$ cat config.mk
export PLATFORM = sky130hd
export DESIGN_NAME = lib_fifo_packet
export DESIGN_NICKNAME = d
export VERILOG_FILES = /design/src/rtl/lib_fifo_packet.sv
export SDC_FILE = /design/constraint.sdc
export NUM_CORES = 1
export LEC_CHECK = 0
export ABC_AREA = 1
export BUFFER_PORTS_ARGS = -buffer_cell sky130_fd_sc_hd__buf_2
export CELL_PAD_IN_SITES_DETAIL_PLACEMENT = 1
export CELL_PAD_IN_SITES_GLOBAL_PLACEMENT = 1
export CORE_ASPECT_RATIO = 1.2
export CORE_MARGIN = 2
export CORE_UTILIZATION = 45
export DETAILED_ROUTE_END_ITERATION = 7
export GPL_ROUTABILITY_DRIVEN = 0
export GPL_TIMING_DRIVEN = 0
export PLACE_DENSITY_LB_ADDON = 0.1
export SYNTH_ARGS = -nofsm -noshare
export SYNTH_HDL_FRONTEND = slang
export SYNTH_SLANG_ARGS = --single-unit
$ cat constraint.sdc
create_clock -name clk -period 3.24 [get_ports clk]
set_input_delay 0.162 -clock clk [delete_from_list [all_inputs] [get_ports clk]]
set_output_delay 0.162 -clock clk [all_outputs]
set_load 0.1 [all_outputs]
$ cat src/rtl/lib_fifo_packet.sv
// lib_fifo_packet: first-word-fall-through packet FIFO with count-decoded flags
// Head word is presented combinationally; a push into an empty FIFO is visible after the edge.
module lib_fifo_packet #(
   parameter int DEPTH  = 4,
   parameter int DATA_W = 32
) (
   input  logic              clk,
   input  logic              reset,
   input  logic              ce,
   input  logic [DATA_W-1:0] i_data,
   input  logic              i_data_val,
   input  logic              i_en,
   output logic [DATA_W-1:0] o_data,
   output logic              o_data_val,
   output logic              o_en,
   output logic              o_empty,
   output logic              o_near_empty,
   output logic              o_full,
   output logic              o_near_full
);
   localparam int PW = $clog2(DEPTH);
   localparam int CW = $clog2(DEPTH + 1);
   logic [DATA_W-1:0] mem [DEPTH];
   logic [PW-1:0] wr_ptr_q, wr_ptr_d, rd_ptr_q, rd_ptr_d;
   logic [CW-1:0] count_q, count_d;
   logic wr, rd;
   assign o_empty      = count_q == '0;
   assign o_near_empty = count_q <= CW'(1);
   assign o_full       = count_q == CW'(DEPTH);
   assign o_near_full  = count_q >= CW'(DEPTH - 1);
   assign o_data_val   = ~o_empty;
   assign o_en         = ~o_full | i_en;
   assign o_data       = mem[rd_ptr_q];
   assign wr = i_data_val & o_en;
   assign rd = i_en & ~o_empty;
   // pointers wrap explicitly so non-power-of-two depths stay in range
   always_comb begin
      wr_ptr_d = wr ? ((wr_ptr_q == PW'(DEPTH - 1)) ? '0 : wr_ptr_q + PW'(1)) : wr_ptr_q;
      rd_ptr_d = rd ? ((rd_ptr_q == PW'(DEPTH - 1)) ? '0 : rd_ptr_q + PW'(1)) : rd_ptr_q;
      count_d  = count_q + CW'(wr & ~rd) - CW'(rd & ~wr);
   end
   always_ff @(posedge clk or posedge reset) begin
      if (reset) begin
         wr_ptr_q <= '0;
         rd_ptr_q <= '0;
         count_q  <= '0;
      end else if (ce) begin
         wr_ptr_q <= wr_ptr_d;
         rd_ptr_q <= rd_ptr_d;
         count_q  <= count_d;
      end
   end
   always_ff @(posedge clk) begin
      if (ce && wr) mem[wr_ptr_q] <= i_data;
   end
endmodule

==> out/qor.csv <==
stage,metric,value,unit
clock_network,clock_tree.root_cell,clkbuf_16,
sta,fmax,444,MHz
cells_and_area,n_antenna_cell,0,
worst_setup_path,crit_path_start_kind,flop,
cells_and_area,layout-drive-gt1-share,0.265,
sta,slew_viol_final,0,
sta,setup_viol,0,
logic_synthesis,yosys-top-cells-area,"edfxtp_1, nor2_1, o21ai_0",
logic_synthesis,ys_ff_latch,135,
floorplanning,die_h,123,um
floorplanning,io_pins,75,
sta,fin_crit,2.25,ns
placed_design,hpwl,7640,um
clock_network,numCtsBuffers,17,
cells_and_area,nNetsFinal,556,
sta,hold_viol_final,0,
clock_network,cts_num_sinks,135,
drt,via_per_inst,5.16,
logic_synthesis,ys_warn_count,0,
logic_synthesis,syn_area_per_cell,14.1,um^2
grt,grt_pass1_vias,3756,
floorplanning,die_w,103,um
worst_setup_path,crit_arrival,2.09,ns
clock_network,h-tree-depth,4,
worst_setup_path,r2r-start,count_q[1],
clock_network,cts.clk_slew.worst_paths,0.06,ns
grt,grt_start_max_net_pins,27,
clock_network,post_cts_resized,0,
job,maxCapViolations,0,
floorplanning,rows,43,
cells_and_area,syn_to_final_growth,30.9,%
floorplanning,dieArea,12800,um^2
sta,maxSlewHeadroom,0.576,
status,status,completed,
logic_synthesis,yosys.area.top_type,edfxtp_1,
drt,ant_nets,0,
drt,vias,3497,
logic_synthesis,syn_inst,379,
grt,track_usage,0.214,
sta,tightest_slew,0.635,ns
grt,antenna_found_initial,0,
cells_and_area,layout_common_cells,"edfxtp_1, buf_2, nor2_1",
grt,overflow,0,
drt,wl_per_cell,18.7,um
placed_design,port_buffers,73,
sta,clock_skew,0.00468,ns
drt,drtIter0Drc,186,
logic_synthesis,syn_nets,427,
worst_setup_path,cp_slowest_cell,dfrtp_1,
clock_network,clkLatencyLatePin,0.41,ns
clock_network,cts_tree,built,
worst_setup_path,path_class,flop to primary output,
cells_and_area,final_util,0.605,
worst_setup_path,path_cells,inv_2 -> buf_2 -> o21ai_0 -> o22ai_1 -> buf_2,
sta,final.period_utilization,0.695,
floorplanning,fp.coreArea,11600,um^2
sta,grt_setup_unrepaired,false,
hold_path,hold_class,input port to flop,
worst_setup_path,critPathLaunch,rd_ptr_q[1],
floorplanning,start_util,0.462,
cells_and_area,fillers,1128,
clock_network,cts_buffer_depth,2,
logic_synthesis,ys_types,26,
grt,grt_first_pass_wirelength,19600,um
worst_setup_path,critical_path_required,3.08,ns
worst_setup_path,end_kind,primary output,
drt,wirelength,12700,um
hold_path,worstHoldStart,i_data_val,
logic_synthesis,synthesis.area,5340,um^2
logic_synthesis,ys_seq_area_frac,0.752,
worst_setup_path,slowest_delay,0.48,ns
drt,drtPass1Iterations,4,
logic_synthesis,netlist.area_leader.share,0.719,
drt,drc,0,
worst_setup_path,path_max_fanout,10,
cells_and_area,layout_commonest_cell,edfxtp_1,
worst_setup_path,path_common_cell,buf_2,
registers in the layout (all words and copies together), names as in the netlist:
name,cells
count_q,3
mem,128
rd_ptr_q,2
wr_ptr_q,2
metal layers:
layer / track usage / vias to the layer above / share of wire / wire length [um]
met5: 0 / - / 0 / 0
met4: 0.0765 / 0 / 0.017 / 217
met3: 0.0582 / 22 / 0.038 / 488
met2: 0.373 / 82 / 0.54 / 6840
met1: 0.253 / 1728 / 0.41 / 5170
li1: - / 1665 / - / -
cell usage after synthesis (all sizes together):
library cell  count
a21oi             1
a22o              1
buf              16
clkbuf            4
dfrtp             7
edfxtp          128
fa                1
ha               10
inv              17
nand2            12
nand3             3
nand4             2
nor2             73
nor3              1
o21ai            69
o22ai            32
or2               1
xor2              1
worst max-delay path, delay by kind of cell (launching register included):
family / cells / cell delay [ns]
buffers and inverters: 3 / 0.85
DFF: 1 / 0.48
AOI/OAI and AO/OA: 2 / 0.34
cell families (layout without fill, tap and decap cells):
logic type / after synthesis / in the layout / synth area share
flops: 135 / 135 / 0.752
xor+xnor: 1 / 1 / 0.00164
buf+inv: 37 / 179 / 0.0454
fa+ha+maj: 11 / 11 / 0.0272
simple gates: 92 / 92 / 0.0689
compound gates: 103 / 103 / 0.105
path summary, 6_finish.rpt:
| check | to | slack (ns) | cells past startpoint |
|---|---|---|---|
| hold reg to reg | wr_ptr_q[1] | 0.54 | 2 |
| min in group asynchronous | count_q[0] | 0.23 | 3 |
| setup / recovery | o_data[29] | 0.99 | 5 |
| max in group asynchronous | count_q[2] | 2.79 | 3 |
| hold / removal | wr_ptr_q[1] | 0.05 | 3 |
| setup reg to reg | count_q[2] | 1.11 | 10 |
cell type report:
type | count | area [um^2] | area share
Tap cell | 157 | 196 | 0.0281
Sequential cell | 135 | 4020 | 0.575
Inverter | 17 | 67.6 | 0.00966
Timing Repair Buffer | 110 | 791 | 0.113
Buffer | 20 | 179 | 0.0256
Clock buffer | 18 | 429 | 0.0614
Clock inverter | 14 | 198 | 0.0283
Multi-Input combinational cell | 207 | 1110 | 0.159
per-stage QoR:
step                      setup slack, ns  TNS (ns)  area [um^2]  hold slack [ns]  cells
final                               0.988         0         6990           0.0495    678
after global routing                0.876         0         6990           0.0470    678
after detailed placement             1.12         0         6040            0.120    613
after floorplan                     0.303         0         5350          -0.0346    379
after global placement             -0.567    -65.27         5910            0.111    609
after CTS                           0.964         0         6990           0.0391    678
timing repair:
action	in CTS	in global routing
hold buffers	33	0
hold endpoints to repair	135	0
buffers inserted	0	0
Power is left out: the tool's default activity adds up to more than one toggle a clock period on the data nets, which glitch-free logic cannot reach.
